$ cat src/rtl/data_pack_pkg.sv
// Shared defaults and state encoding for the data_pack symbol packer.
// Optional feature macro: DATA_PACK_LASTBITS_EN (see data_pack.sv).
package data_pack_pkg;

   localparam int unsigned DEF_SYM_W  = 7;
   localparam int unsigned DEF_WORD_W = 32;
   localparam int unsigned CNT_W      = $clog2(DEF_WORD_W);

   typedef enum logic {
      RUN,
      FLUSH
   } state_t;

endpackage

$ cat src/rtl/data_pack_out_reg.sv
// Output holding register for packed words: valid/ready handshake plus framing flags.
// With DATA_PACK_LASTBITS_EN defined it also holds the valid-bit count of eop words.
module data_pack_out_reg #(
   parameter int unsigned WORD_W = 32,
   parameter int unsigned LB_W   = 6
) (
   input  logic              clk,
   input  logic              rst,
   input  logic              i_load,
   input  logic [WORD_W-1:0] i_data,
   input  logic              i_sop,
   input  logic              i_eop,
`ifdef DATA_PACK_LASTBITS_EN
   input  logic [LB_W-1:0]   i_last_bits,
   output logic [LB_W-1:0]   o_last_bits,
`endif
   input  logic              i_ready,
   output logic              o_free,
   output logic [WORD_W-1:0] o_data,
   output logic              o_sop,
   output logic              o_eop,
   output logic              o_valid
);

   logic [WORD_W-1:0] r_data;
   logic              r_sop;
   logic              r_eop;
   logic              r_valid;

   // A new word may be loaded while the current one is being consumed.
   assign o_free  = ~r_valid | i_ready;
   assign o_data  = r_data;
   assign o_sop   = r_sop;
   assign o_eop   = r_eop;
   assign o_valid = r_valid;

   always_ff @(posedge clk or negedge rst) begin
      if (!rst) begin
         r_data  <= '0;
         r_sop   <= 1'b0;
         r_eop   <= 1'b0;
         r_valid <= 1'b0;
      end else if (i_load) begin
         r_data  <= i_data;
         r_sop   <= i_sop;
         r_eop   <= i_eop;
         r_valid <= 1'b1;
      end else if (i_ready) begin
         r_valid <= 1'b0;
      end
   end

`ifdef DATA_PACK_LASTBITS_EN
   logic [LB_W-1:0] r_last_bits;
   assign o_last_bits = r_last_bits;

   always_ff @(posedge clk or negedge rst) begin
      if (!rst)        r_last_bits <= '0;
      else if (i_load) r_last_bits <= i_last_bits;
   end
`endif

endmodule

$ cat src/rtl/data_pack.sv
// Densely packs 7-bit symbols LSB-first into 32-bit framed words, zero-padding the last word.
// Define DATA_PACK_LASTBITS_EN to add last_bits_out (valid bits in each eop word).
module data_pack
   import data_pack_pkg::*;
#(
   parameter int unsigned SYM_W  = DEF_SYM_W,
   parameter int unsigned WORD_W = DEF_WORD_W
) (
   input  logic              clk,
   input  logic              rst,
   input  logic [SYM_W-1:0]  data_in,
   input  logic              sop_in,
   input  logic              eop_in,
   input  logic              valid_in,
   output logic              ready_out,
   output logic [WORD_W-1:0] data_out,
   output logic              sop_out,
   output logic              eop_out,
   output logic              valid_out,
`ifdef DATA_PACK_LASTBITS_EN
   output logic [$clog2(WORD_W):0] last_bits_out,
`endif
   input  logic              ready_in
);

   localparam int unsigned ACC_W = WORD_W + SYM_W;
   localparam int unsigned CW    = $clog2(ACC_W);
   localparam int unsigned LB_W  = $clog2(WORD_W) + 1;

   state_t            r_state;
   logic [ACC_W-1:0]  r_acc;
   logic [CW-1:0]     r_cnt;
   logic              r_in_pkt;
   logic              r_first;

   logic              w_free;
   logic              w_take;
   logic [ACC_W-1:0]  w_base_acc;
   logic [CW-1:0]     w_base_cnt;
   logic              w_first;
   logic [ACC_W-1:0]  w_sum;
   logic [CW-1:0]     w_ncnt;
   logic [CW-1:0]     w_rem;
   logic              w_full;
   logic              w_load;
   logic [WORD_W-1:0] w_ld_data;
   logic              w_ld_sop;
   logic              w_ld_eop;

   assign ready_out = (r_state == RUN) & w_free;
   // Symbols outside a packet without sop are accepted but never processed.
   assign w_take    = valid_in & ready_out & (sop_in | r_in_pkt);

   always_comb begin
      w_base_acc = sop_in ? '0 : r_acc;
      w_base_cnt = sop_in ? '0 : r_cnt;
      w_first    = sop_in | r_first;
      w_sum      = w_base_acc | (ACC_W'(data_in) << w_base_cnt);
      w_ncnt     = w_base_cnt + CW'(SYM_W);
      w_full     = (w_ncnt >= CW'(WORD_W));
      w_rem      = w_ncnt - CW'(WORD_W);
      w_load     = 1'b0;
      w_ld_data  = '0;
      w_ld_sop   = 1'b0;
      w_ld_eop   = 1'b0;
      if (r_state == FLUSH) begin
         w_load    = w_free;
         w_ld_data = r_acc[WORD_W-1:0];
         w_ld_sop  = r_first;
         w_ld_eop  = 1'b1;
      end else if (w_take && (w_full || eop_in)) begin
         w_load    = 1'b1;
         w_ld_data = w_sum[WORD_W-1:0];
         w_ld_sop  = w_first;
         w_ld_eop  = eop_in && (!w_full || (w_rem == '0));
      end
   end

   always_ff @(posedge clk or negedge rst) begin
      if (!rst) begin
         r_state  <= RUN;
         r_acc    <= '0;
         r_cnt    <= '0;
         r_in_pkt <= 1'b0;
         r_first  <= 1'b0;
      end else if (r_state == FLUSH) begin
         if (w_free) begin
            r_acc   <= '0;
            r_cnt   <= '0;
            r_state <= RUN;
         end
      end else if (w_take) begin
         r_in_pkt <= ~eop_in;
         if (w_full) begin
            r_acc   <= w_sum >> WORD_W;
            r_cnt   <= w_rem;
            r_first <= 1'b0;
            if (eop_in && (w_rem != '0)) r_state <= FLUSH;
         end else if (eop_in) begin
            r_acc   <= '0;
            r_cnt   <= '0;
            r_first <= 1'b0;
         end else begin
            r_acc   <= w_sum;
            r_cnt   <= w_ncnt;
            r_first <= w_first;
         end
      end
   end

`ifdef DATA_PACK_LASTBITS_EN
   logic [LB_W-1:0] w_ld_lb;

   always_comb begin
      w_ld_lb = '0;
      if (r_state == FLUSH)     w_ld_lb = LB_W'(r_cnt);
      else if (w_ld_eop)        w_ld_lb = w_full ? LB_W'(WORD_W) : LB_W'(w_ncnt);
   end
`endif

   data_pack_out_reg #(
      .WORD_W (WORD_W),
      .LB_W   (LB_W)
   ) u_out_reg (
      .clk         (clk),
      .rst         (rst),
      .i_load      (w_load),
      .i_data      (w_ld_data),
      .i_sop       (w_ld_sop),
      .i_eop       (w_ld_eop),
`ifdef DATA_PACK_LASTBITS_EN
      .i_last_bits (w_ld_lb),
      .o_last_bits (last_bits_out),
`endif
      .i_ready     (ready_in),
      .o_free      (w_free),
      .o_data      (data_out),
      .o_sop       (sop_out),
      .o_eop       (eop_out),
      .o_valid     (valid_out)
   );

endmodule

$ cat config.mk
export PLATFORM = sky130hd
export DESIGN_NAME = data_pack
export DESIGN_NICKNAME = d
export VERILOG_FILES = /design/src/rtl/data_pack_pkg.sv /design/src/rtl/data_pack_out_reg.sv /design/src/rtl/data_pack.sv
export SDC_FILE = /design/constraint.sdc
export NUM_CORES = 1
export LEC_CHECK = 0
export CAP_MARGIN = 20
export CELL_PAD_IN_SITES_DETAIL_PLACEMENT = 0
export CELL_PAD_IN_SITES_GLOBAL_PLACEMENT = 1
export CORE_MARGIN = 8
export CORE_UTILIZATION = 49
export DETAILED_ROUTE_END_ITERATION = 10
export PLACE_DENSITY = 0.92
export SLEW_MARGIN = 20
export SYNTH_ARGS = -nofsm -noshare
export SYNTH_HDL_FRONTEND = slang
export SYNTH_HIERARCHICAL = 1
export SYNTH_SLANG_ARGS = --single-unit
$ cat constraint.sdc
create_clock -name clk -period 6.8 [get_ports clk]
set_clock_uncertainty 0.2 [all_clocks]
set_input_delay 1.02 -clock clk [delete_from_list [all_inputs] [get_ports clk]]
set_output_delay 1.02 -clock clk [all_outputs]
set_load 0.1 [all_outputs]
## Word-level counts from Yosys, hierarchy flattened

Cells that the tools add are included.

- Add/subtract/negate cells: 2
- Magnitude comparators: 1
- Eq/ne operators: 1
- Shift operators: 1
- Multiplexer cells: 29
- Bitwise logic cells: 10
- Reductions and logical operators: 12

Operators by type and width:

| cell | count |
|---|---|
| 39-bit 2-to-1 mux | 6 |
| 32-bit 2-to-1 mux | 2 |
| 39-bit OR | 1 |
| 7-bit by 6-bit << shifter with 39-bit output | 1 |
| 6-bit 2-to-1 mux | 6 |
| 1-bit 2-to-1 mux | 15 |
| 6-bit by 3-bit adder with 6-bit output, second input constant | 1 |
| 6-bit greater-or-equal comparator, second input constant | 1 |
| 6-bit logical NOT | 1 |
| 6-bit nonzero test | 1 |
| 6-bit subtractor, second input constant | 1 |
| 2-bit AND reduction | 2 |
| 2-bit nonzero test | 2 |
| 1-bit bitwise AND | 3 |
| 1-bit logical AND | 3 |
| 1-bit inverter | 3 |
| 1-bit OR | 3 |
| 1-bit logical OR | 2 |
| 2-bit by 1-bit inequality test with 1-bit output, second input constant | 1 |
| 1-bit logical NOT | 1 |

- Register bits: 83
- Output and inout port bits: 36
- Logic and storage cells: 65

## Depth between registers and ports, before layout

Gate-level depths: netlist of run 1.

- Depth in word-level cells: 9
- Gate-level depth with buffers: 9

## Modules after synthesis

The synthesis of run 1 kept the hierarchy.

By module, submodules not included:

| module | times used | cells an instance | area each (um^2) | seq. area each (um^2) |
|---|---|---|---|---|
| data_pack | 1 | 372 | 3,295.7 | 1,201.2 |
| data_pack_out_reg | 1 | 75 | 1,451.4 | 875.8 |

## Worst setup path before layout of run 1

OpenSTA, ideal clock, no wires.

- Kind: input to register
- From: input ready_in
- To: register u_out_reg.r_data[13], in the netlist u_out_reg/o_data[13]
- Setup time: 0.068 ns
- Arrival: 3.149 ns
- Setup slack: 3.383 ns
- Cell stages on the path: 9
- Buffers on the path: 0
- Cell sequence: nand2b_1 -> nand2b_1 -> inv_1 -> nand2_1 -> or3_1 -> nor2_1 -> inv_1 -> o2bb2ai_1 -> mux2_4

- Word-level cells in the longest chain between the ends: 7

RTL lines:

| item | line | source |
|---|---|---|
| start: declaration | data_pack.sv:23 | `input logic ready_in` |
| 1-bit OR | data_pack_out_reg.sv:31 | `assign o_free = ~r_valid \| i_ready;` |
| 1-bit bitwise AND | data_pack.sv:50 | `assign ready_out = (r_state == RUN) & w_free;` |
| net ready_out | data_pack.sv:15 | `output logic ready_out,` |
| 1-bit bitwise AND (2 in a row) | data_pack.sv:52 | `assign w_take = valid_in & ready_out & (sop_in \| r_in_pkt);` |
| 1-bit logical AND | data_pack.sv:71 | `end else if (w_take && (w_full \|\| eop_in)) begin` |
| 32-bit 2-to-1 mux | data_pack.sv:71 |  |
| 32-bit 2-to-1 mux | data_pack.sv:66 | `if (r_state == FLUSH) begin` |
| net w_ld_data[13] | data_pack.sv:46 | `logic [WORD_W-1:0] w_ld_data;` |
| end signal: assignment | data_pack_out_reg.sv:44 | `r_data <= i_data;` |
| end: declaration | data_pack_out_reg.sv:25 | `logic [WORD_W-1:0] r_data;` |

The timed path passes the listed nets, and every way through them passes these cells.
A chain may end at the register's enable or synchronous reset.

## Final worst setup path of run 1

- From: input sop_in
- To: register u_out_reg.r_data[29], in the netlist u_out_reg/o_data[29]

- Word-level cells in the longest chain between the ends: 7

RTL lines:

| item | line | source |
|---|---|---|
| start: declaration | data_pack.sv:12 | `input logic sop_in,` |
| 6-bit 2-to-1 mux | data_pack.sv:56 | `w_base_cnt = sop_in ? '0 : r_cnt;` |
| 6-bit by 3-bit adder with 6-bit output | data_pack.sv:59 | `w_ncnt = w_base_cnt + CW'(SYM_W);` |
| 6-bit greater-or-equal comparator | data_pack.sv:60 | `w_full = (w_ncnt >= CW'(WORD_W));` |
| 1-bit logical OR | data_pack.sv:71 |  |
| 1-bit logical AND * | data_pack.sv:71 |  |
| 1-bit 2-to-1 mux * | data_pack.sv:71 |  |
| 1-bit 2-to-1 mux * | data_pack.sv:66 |  |
| net w_load | data_pack.sv:45 | `logic w_load;` |

Mark *: on every way through the listed nets, which the timed path passes. The rest lies on a longest branch.

==> impl_results.md, run 1 <==
* WP data arrival at 4.56 ns
* Commonest non-fill, non-tap cell in the layout: dfrtp_1
* Most frequent cells in the layout: dfrtp_1, nand2_1, clkdlybuf4s50_1
* Area delta synth->final at 15.39%
* Total of max-cap violations at 0
* Number of global-route vias before repair at 3763
* TritonCTS buffer count at 9
* Post-synth cell types at 54
* Syn. warnings at 6
* Post-Synthesis Cell Area at 4747 um^2
* Rows at 36
* H-tree levels at 3
* # port buffers at 48
* Unrepaired setup endpoints after global routing: false
* DR WL/cell at 20.42 um
* DR pass1 iterations at 5
* Post-cts sizing count at 0
* Number of synthesized flops with an enable pin at 0
* Nets at 491
* Hold slack at 0.2927 ns
* Fmax at 221.7 MHz
* Antenna Nets Post-Route at 0
* Synth Register Bits at 83
* Detailed-route vias per instance at 6.174
* Cell area power density at 269.7 nW/um^2
* Worst-Margin Slew at 1.091 ns
* Syn avg cell area at 10.62 um^2
* Worst-skew pair later-pin latency at 0.36 ns
* Fin crit share at 0.6633
* Antenna diodes at 0
* Final Max Slew Viols at 0
* Grt total ovfl at 0
* Dpl cell area at 5223 um^2
* CTS sink count at 83
* Worst hold path type: reg2reg
* Wire length of the first global-routing pass at 20150 um
* Initial antenna violation count at 0
* Fraction of registers with async set/reset at 1.000
* Worst Path Required at 6.85 ns
* Final HPWL DP at 9063 um
* Routed WL at 12560 um
* Die Ht at 114.4 um
* Layout cells sized above 1 at 0.1515
* GRT Total Usage at 0.1953
* I/O pins at 49
* Synth Instances at 447
* CP startpoint kind: input pin
* Syn Nets at 461
* Final setup vio count at 0
* Setup TNS at 0 ns
* Die area at 13090 um^2
* Top FF cell, synth: dfrtp_1
* Status: finished clean
* Post-CTS Hold Buffers at 0
* Slew margin rel. at 0.2728
* Longest Clk Path Bufs at 2
* Post-route design area at 5478 um^2
* DRC violations left at 0
* Initial core utilization at 0.4948
* Critical path class: in2reg
* Initial drt markers at 373
* Sequential element share of the synthesized area at 0.4375
* Crit end category: register
* Core area at 9594 um^2
* Clk slew on worst S/H paths at 0.09 ns
* Period minus WS final at 4.511 ns
* Fin util at 0.5709
* GP Congestion at 0.9412
* Leak at 2.328 nW
* Die Width at 114.4 um
* Final hold vios at 0
* VDD IR-drop max at 0.1354 mV
* Vias after detailed routing at 3797
* Post-CTS setup buffers at 0
* Clock root cell: clkbuf_8
* CTS tree: built
* Worst Path Max Fanout at 35
* Largest net degree at the start of global routing at 84
==> path summary, 6_finish.rpt <==
path	from	endpoint	slack [ns]	depth (start not counted)
worst min register to register	r_acc[29]	r_acc[29]	0.29	2
max in group asynchronous	rst	r_acc[23]	5.39	1
worst min-delay path	r_acc[29]	r_acc[29]	0.29	2
min in group asynchronous	rst	u_out_reg/o_data[3]	0.48	1
worst max-delay path	sop_in	u_out_reg/o_data[29]	2.29	7
worst max register to register	r_cnt[3]	u_out_reg/o_data[29]	2.59	6
==> kinds of logic after synthesis <==
logic type,synth area share
compound gates,0.2227
flops,0.4375
fa+ha+maj,0.002635
buf+inv,0.04876
simple gates,0.1297
xor+xnor,0.001845
mux,0.1568
==> metrics by stage <==
stage               power, mW  instances  worst slack, ns
floorplan              0.9154        447            3.383
global placement        1.021        599            2.120
detailed placement      1.031        599            1.926
CTS                     1.480        615            2.297
global route            1.538        615            2.089
finish                  1.477        615            2.289
==> flip-flops by register name, indices dropped and copies added (netlist names) <==
name               cells
u_out_reg/o_data      32
u_out_reg/o_sop        1
r_in_pkt               1
r_cnt                  6
r_first                1
u_out_reg/o_valid      1
u_out_reg/o_eop        1
r_state                1
r_acc                 39
==> metal layers <==
| metal | up-vias | wire, um | global-route usage |
|---|---|---|---|
| li1 | 1722 | - | - |
| met1 | 1881 | 5274 | 0.2477 |
| met2 | 161 | 6149 | 0.3179 |
| met3 | 33 | 814 | 0.04061 |
| met4 | 0 | 322 | 0.07720 |
| met5 | - | 0 | 0 |
==> final cells by class <==
class	instances	area, um^2
fill	836	4116
multi-input combinational	323	2445
sequential	83	2077
timing repair buffer	51	504.2
tap	133	166.4
clock inverter	7	127.6
clock buffer	9	123.9
inverter	9	33.78
==> cells in the mapped netlist (9+ instances only) <==
cell type  number  area [um^2]
inv_1           9        33.78
clkbuf_1       15        56.30
mux2_2         11        123.9
mux2i_1        14        140.1
o2bb2ai_1      10        87.58
a21oi_1        11        55.05
dfrtp_1        83         2077
and2_1         10        62.56
o21ai_0        27        135.1
nand2b_1        9        56.30
nand2_1        48        180.2
a32o_1         15        150.1
mux2_4         29        435.4
nor2_1         26        97.59
a22o_1         30        262.8
==> report_power, final <==
part           internal [mW]  switching, mW
clock                  0.251          0.199
sequential             0.533         0.0579
combinational          0.142          0.295
total                  0.925          0.552
==> worst max-delay path, cell delays in order <==
cell             delay [ns]
clkdlybuf4s50_1        0.44
nor2b_1                0.84
nand2_1                0.37
o22ai_2                0.38
o21ai_0                0.22
nand2_2                0.85
mux2_2                 0.42
Power figures use the tool's default switching activity.
==> run 2: changes to the inputs <==
Settings changed: CORE_UTILIZATION 49 to 41, PLACE_DENSITY 0.92 to 0.83.
Clock period 6.8 ns to 3.9 ns, I/O delays scaled along.
==> run 2 against run 1 <==
Effect of this change:
- utilization decreased by 7.4 points
- power increased by 84%
- die area rose by 17%
- sequential cell count unchanged
- combinational power rose by 87%
- global-route usage down 0.90 points
- worst hold slack lost 0.22 ns
- via count about the same
- largest power group unchanged
- highest routed layer unchanged
==> impl_results.md, run 2 (same netlist as run 1, synthesis figures left out) <==
* Gate power share at 0.300 (+0.004)
* Pint at 1.717 mW (+86%)
* Worst setup path startpoint: sop_in
* GRT Total Usage at 0.1863 (-0.009015)
* VDD IR-drop max at 0.3108 mV (+130%)
* Initial core utilization at 0.4175 (-0.07726)
* Critical path class: in2reg
* DP Worst Slack at 0.3824 ns (-1.544 ns)
* I/O pins at 49 (unchanged)
* Nets at 505 (+2.9%)
* Slew margin rel. at 0.3437 (+0.07091)
* Grt total ovfl at 0 (unchanged)
* Clock root cell: clkbuf_16
* Filler cell count in the final layout at 1043 (+25%)
* Vias after detailed routing at 3794 (-0.079%)
* CTS tree: built
* DR pass1 iterations at 5 (unchanged)
* Most frequent cells in the layout: dfrtp_1, nand2_1, clkdlybuf4s50_1
* Crit end category: register
* Final HPWL DP at 9744 um (+7.5%)
* Post-CTS Hold Buffers at 0 (unchanged)
* Wire length of the first global-routing pass at 21730 um (+7.8%)
* H-tree levels at 3 (unchanged)
* Dpl cell area at 5350 um^2 (+2.4%)
* Longest Clk Path Bufs at 2 (unchanged)
* Setup TNS at 0 ns (unchanged)
* Fmax at 316.2 MHz
* End of the critical path: u_out_reg/o_data[8]
* Routed WL at 13640 um (+8.6%)
* Final hold vios at 0 (unchanged)
* RR Startpoint: r_cnt[0]
* Critical Path Stages at 8 (+1)
* Clk slew on worst S/H paths at 0.06 ns (-0.03 ns)
* Fin crit share at 0.8110
* Period minus WS final at 3.163 ns
* Commonest non-fill, non-tap cell in the layout: dfrtp_1
* GP Congestion at 0.9169 (-2.6%)
* Unrepaired setup endpoints after global routing: false
* Rows at 39 (+8.3%)
* Post-cts sizing count at 0 (unchanged)
* R2R setup slack at 0.76 ns (-1.83 ns)
* Initial antenna violation count at 0 (unchanged)
* Die area at 15280 um^2 (+17%)
* Reg2Reg Depth at 7 (+1)
* Final setup vio count at 0 (unchanged)
* WP data arrival at 3.20 ns (-1.36 ns)
* Antenna diodes at 0 (unchanged)
* Biggest register: r_acc
* TritonCTS buffer count at 9 (unchanged)
* Switch share at 0.3693 (-0.004467)
* CTS sink count at 83 (unchanged)
* CP startpoint kind: input pin
* Hold slack at 0.07437 ns (-0.2184 ns)
* Final Max Slew Viols at 0 (unchanged)
* Post-CTS setup buffers at 0 (unchanged)
* Worst hold path type: in2async
* Largest net degree at the start of global routing at 84 (unchanged)
* Post-route design area at 5655 um^2 (+3.2%)
* Worst Path Buf+Inv at 1 (unchanged)
* Cell area power density at 481.3 nW/um^2 (+78%)
* Number of global-route vias before repair at 3917 (+4.1%)
* Detailed-route vias per instance at 5.947 (-3.7%)
* Slowest stage delay, CP at 0.53 ns (-0.32 ns)
* Antenna Nets Post-Route at 0 (unchanged)
* Layout cells sized above 1 at 0.1758 (+0.02431)
* Total of max-cap violations at 0 (unchanged)
* Reg-to-Reg End: u_out_reg/o_data[8]
* Status: finished clean
* Final worst setup slack at 0.7372 ns (-1.552 ns)
* DR WL/cell at 21.38 um (+4.7%)
* Worst-skew pair later-pin latency at 0.35 ns (about the same)
* Worst Path Required at 3.93 ns (-2.92 ns)
* Die Ht at 123.6 um (+8.0%)
* Worst-Margin Slew at 0.9813 ns (-0.1094 ns)
* Sequential share of power at 0.375 (-0.025)
* Clk network pwr share at 0.324 (+0.020)
* Max reg flops at 39 (unchanged)
* DRC violations left at 0 (unchanged)
* Worst Path Max Fanout at 11 (-69%)
* Leak at 2.416 nW (+3.8%)
* Area delta synth->final at 19.14%
* Sw Pwr at 1.005 mW (+82%)
* Initial drt markers at 434 (+16%)
* CP top delay family: compound AO/OA/AOI/OAI gates
* Core area at 11370 um^2 (+19%)
* CP max stage cell: and2b_1
* Die Width at 123.6 um (+8.0%)
* # port buffers at 48 (unchanged)
* CP cell instances: clkdlybuf4s50_1 > and2b_1 > mux2i_1 > nand2b_1 > o221ai_1 > a32o_1 > a22o_1 > mux2_4
-- run 2: changes by cell type in the layout (fill, tap and decap cells not counted) --
cell	previous run	this run
inv_6	3	1
clkinv_4	0	1
buf_12	0	1
inv_8	1	0
clkbuf_16	0	9
clkbuf_8	9	1
buf_4	3	17
clkinvlp_4	0	2
bufinv_16	3	1
clkdlybuf4s50_1	47	46
-- run 2: worst reg2reg max path, delay by kind of cell, from the launching register on --
family          cells  cell delay (ns)
compound gates      3             0.82
flops               1             0.74
mux                 2             0.59
simple gates        2             0.68
-- run 2: per-stage QoR --
| stage | util | power [mW] | cells |
|---|---|---|---|
| after floorplan | - | 1.596 | 447 |
| after global placement | 0.4706 | 1.843 | 623 |
| after detailed placement | 0.4706 | 1.849 | 623 |
| after CTS | 0.4971 | 2.736 | 638 |
| after global routing | 0.4974 | 2.835 | 638 |
| final | 0.4974 | 2.722 | 638 |
-- run 2: power by group through the flow --
stage / combinational [mW] / clock [mW] / sequential (mW)
6_report: 0.817 / 0.883 / 1.02
5_1_grt: 0.869 / 0.932 / 1.03
4_1_cts: 0.817 / 0.900 / 1.02
3_5_place_dp: 0.814 / 0 / 1.04
3_3_place_gp: 0.809 / 0 / 1.03
2_1_floorplan: 0.455 / 0 / 1.14
-- run 2: layout make-up --
class / instances / area, um^2 / area share
Sequential cell: 83 / 2077 / 0.3673
Tap cell: 143 / 178.9 / 0.03164
Clock inverter: 5 / 62.56 / 0.01106
Clock buffer: 10 / 239.0 / 0.04226
Multi-Input combinational cell: 323 / 2445 / 0.4323
Timing Repair Buffer: 65 / 619.3 / 0.1095
Inverter: 9 / 33.78 / 0.005973
-- run 2: how the worst min path moves through the flow --
| stage | from | endpoint | slack, ns | cells past startpoint |
|---|---|---|---|---|
| 6_report | rst | r_acc[35] | 0.07 | 1 |
| 5_1_grt | rst | r_acc[35] | 0.15 | 1 |
| 4_1_cts | rst | u_out_reg/o_data[3] | 0.28 | 1 |
| 3_5_place_dp | r_acc[1] | r_acc[1] | 0.26 | 2 |
| 3_3_place_gp | r_acc[1] | r_acc[1] | 0.25 | 2 |
| 2_1_floorplan | rst | r_acc[0] | 0.09 | 0 |
-- run 2: metal layers --
metal / part of all wire / routed length (um) / up-vias / GRT usage
li1: - / - / 1756 / -
met1: 0.45 / 6155 / 1900 / 0.2518
met2: 0.47 / 6344 / 111 / 0.2817
met3: 0.060 / 824 / 27 / 0.04216
met4: 0.023 / 318 / 0 / 0.07901
met5: 0 / 0 / - / 0
==> run 3: changes to the inputs <==
Clock period 3.9 ns to 2.65 ns, I/O delays scaled along.
==> run 3 against run 2 <==
Effect of this change:
- design area is 12% higher
- worst setup slack got worse by 0.69 ns
- sequential power is 41% higher
- clock power is 37% higher
==> impl_results.md, run 3 (same netlist as run 1, synthesis figures left out) <==
* Cell area power density at 663.8 nW/um^2 (+38%)
* # port buffers at 48 (unchanged)
* Multi-input gate area at 2540 um^2 (+3.9%)
* Total of max-cap violations at 0 (unchanged)
* Final Max Slew Viols at 0 (unchanged)
* Die Width at 123.6 um (unchanged)
* Max reg flops at 39 (unchanged)
* Clk slew on worst S/H paths at 0.07 ns (about the same)
* Reg2Reg Depth at 7 (unchanged)
* RR Startpoint: r_cnt[0]
* Clock root cell: clkbuf_16
* Worst Path Max Fanout at 7 (-4)
* Filler cell count in the final layout at 978 (-6.2%)
* Setup TNS at 0 ns (unchanged)
* Number of global-route vias before repair at 4233 (+8.1%)
* Layout cells sized above 1 at 0.3795 (+0.2038)
* End of the critical path: u_out_reg/o_data[23]
* Unrepaired setup endpoints after global routing: true
* Seq. cell area at 2081 um^2 (+0.18%)
* Fin crit share at 0.9835
* DRC violations left at 0 (unchanged)
* Grt total ovfl at 0 (unchanged)
* CP startpoint kind: input pin
* Initial drt markers at 392 (-9.7%)
* R2R setup slack at 0.09 ns (-0.67 ns)
* Vias after detailed routing at 4146 (+9.3%)
* Commonest non-fill, non-tap cell in the layout: buf_4
* VDD IR-drop max at 0.6118 mV (+97%)
* GP Congestion at 0.9442 (+3.0%)
* Routed WL at 14650 um (+7.4%)
* Critical path class: in2reg
* Wire length of the first global-routing pass at 23390 um (+7.7%)
* Status: finished clean
* Period minus WS final at 2.606 ns
* Hold slack at 0.2713 ns (+0.1969 ns)
* Final setup vio count at 0 (unchanged)
* Biggest register: r_acc
* Slew margin rel. at 0.6412 (+0.2975)
* Hold path start: r_acc[1]
* H-tree levels at 3 (unchanged)
* TritonCTS buffer count at 9 (unchanged)
* Non-Filler Instances at 720 (+13%)
* Worst-Margin Slew at 0.5376 ns (-0.4438 ns)
* DR pass1 iterations at 5 (unchanged)
* CTS sink count at 83 (unchanged)
* Area delta synth->final at 33.16%
* Die Ht at 123.6 um (unchanged)
* Longest Clk Path Bufs at 2 (unchanged)
* Worst Path Required at 2.68 ns (-1.25 ns)
* Final hold vios at 0 (unchanged)
* Worst hold path type: reg2reg
* Worst setup path startpoint: sop_in
* Reg-to-Reg End: u_out_reg/o_data[23]
* Crit end category: register
* Leak at 2.916 nW (+21%)
* Die area at 15280 um^2 (unchanged)
* CTS tree: built
* Final HPWL DP at 10760 um (+10%)
* Placed Cells at 698 (+12%)
* Antenna Nets Post-Route at 0 (unchanged)
* I/O pins at 49 (unchanged)
* Initial antenna violation count at 0 (unchanged)
* Most frequent cells in the layout: buf_4, dfrtp_1, nand2_1
* WP data arrival at 2.64 ns (-0.56 ns)
* Nets at 586 (+16%)
* Antenna diodes at 0 (unchanged)
* Initial core utilization at 0.4175 (unchanged)
* Core area at 11370 um^2 (unchanged)
* GRT Total Usage at 0.1993 (+0.01299)
* Largest net degree at the start of global routing at 36 (-57%)
* DR WL/cell at 20.35 um (-4.8%)
* Rows at 39 (unchanged)
* Fmax at 383.7 MHz
* Detailed-route vias per instance at 5.758 (-3.2%)
* Worst-skew pair later-pin latency at 0.34 ns (about the same)
## run 3: changes by cell type in the layout (fill, tap and decap cells not counted), moves of 2 or more
| cell | previous run | this run |
|---|---|---|
| nor2_2 | 0 | 3 |
| buf_12 | 1 | 6 |
| nand2b_4 | 0 | 2 |
| nand2b_1 | 9 | 7 |
| nor2_1 | 26 | 23 |
| o221ai_2 | 1 | 3 |
| clkdlybuf4s50_1 | 46 | 11 |
| buf_4 | 17 | 126 |
| o221ai_1 | 2 | 0 |
## run 3: final cells by class
cell class                      instances  share of cell area
Inverter                                9            0.005938
Multi-Input combinational cell        324              0.4018
Tap cell                              143             0.02831
Clock inverter                          6            0.007522
Sequential cell                        83              0.3292
Timing Repair Buffer                  145              0.1894
Clock buffer                           10             0.03781
## run 3: layer usage
layer  part of all wire  wire (um)  vias up  track usage
li1                   -          -     1929            -
met1               0.46       6749     2080       0.2691
met2               0.47       6942      119       0.3217
met3              0.052        757       18      0.03944
met4              0.014        203        0      0.04891
met5                  0          0        -            0
## run 3: worst min path at each step
stage / cells past startpoint / to / slack (ns)
final: 2 / r_acc[1] / 0.27
after global routing: 2 / r_acc[1] / 0.29
after CTS: 2 / r_acc[4] / 0.28
after detailed placement: 1 / u_out_reg/o_data[1] / 0.14
after global placement: 1 / u_out_reg/o_data[3] / 0.13
after floorplan: 0 / r_acc[0] / -0.1
## run 3: critical path, cell delays in order
cell and delay [ns]:
clkdlybuf4s50_1 0.45, and2b_4 0.34, mux4_2 0.55, a21oi_2 0.21, nor2_2 0.12, a32o_1 0.30, mux2_4 0.26
## run 3: what timing repair did
item | 4_1_cts | 5_1_grt
hold endpoints to repair | 24 | 0
pin swaps | 1 | 1
endpoints found under the setup margin | 31 | 46
gates resized for setup | 9 | 6
hold buffers | 1 | 0
gates cloned | 1 | 0
buffers inserted | 2 | 2
## run 3: power by group
| part | switching, mW | leakage, nW | total, mW | internal [mW] |
|---|---|---|---|---|
| combinational | 0.941 | 1.64 | 1.55 | 0.608 |
| clock | 0.542 | 0.139 | 1.21 | 0.669 |
| sequential | 0.0635 | 1.14 | 1.44 | 1.37 |
## run 3: through the flow
step	power, mW	util	worst slack (ns)	instance area [um^2]
2_1_floorplan	2.358	-	0.05917	4777
3_3_place_gp	2.929	0.5194	-0.5743	5906
3_5_place_dp	2.952	0.5194	-0.5950	5906
4_1_cts	4.198	0.5513	0.01681	6269
5_1_grt	4.389	0.5560	-0.05238	6321
6_report	4.196	0.5560	0.04367	6321
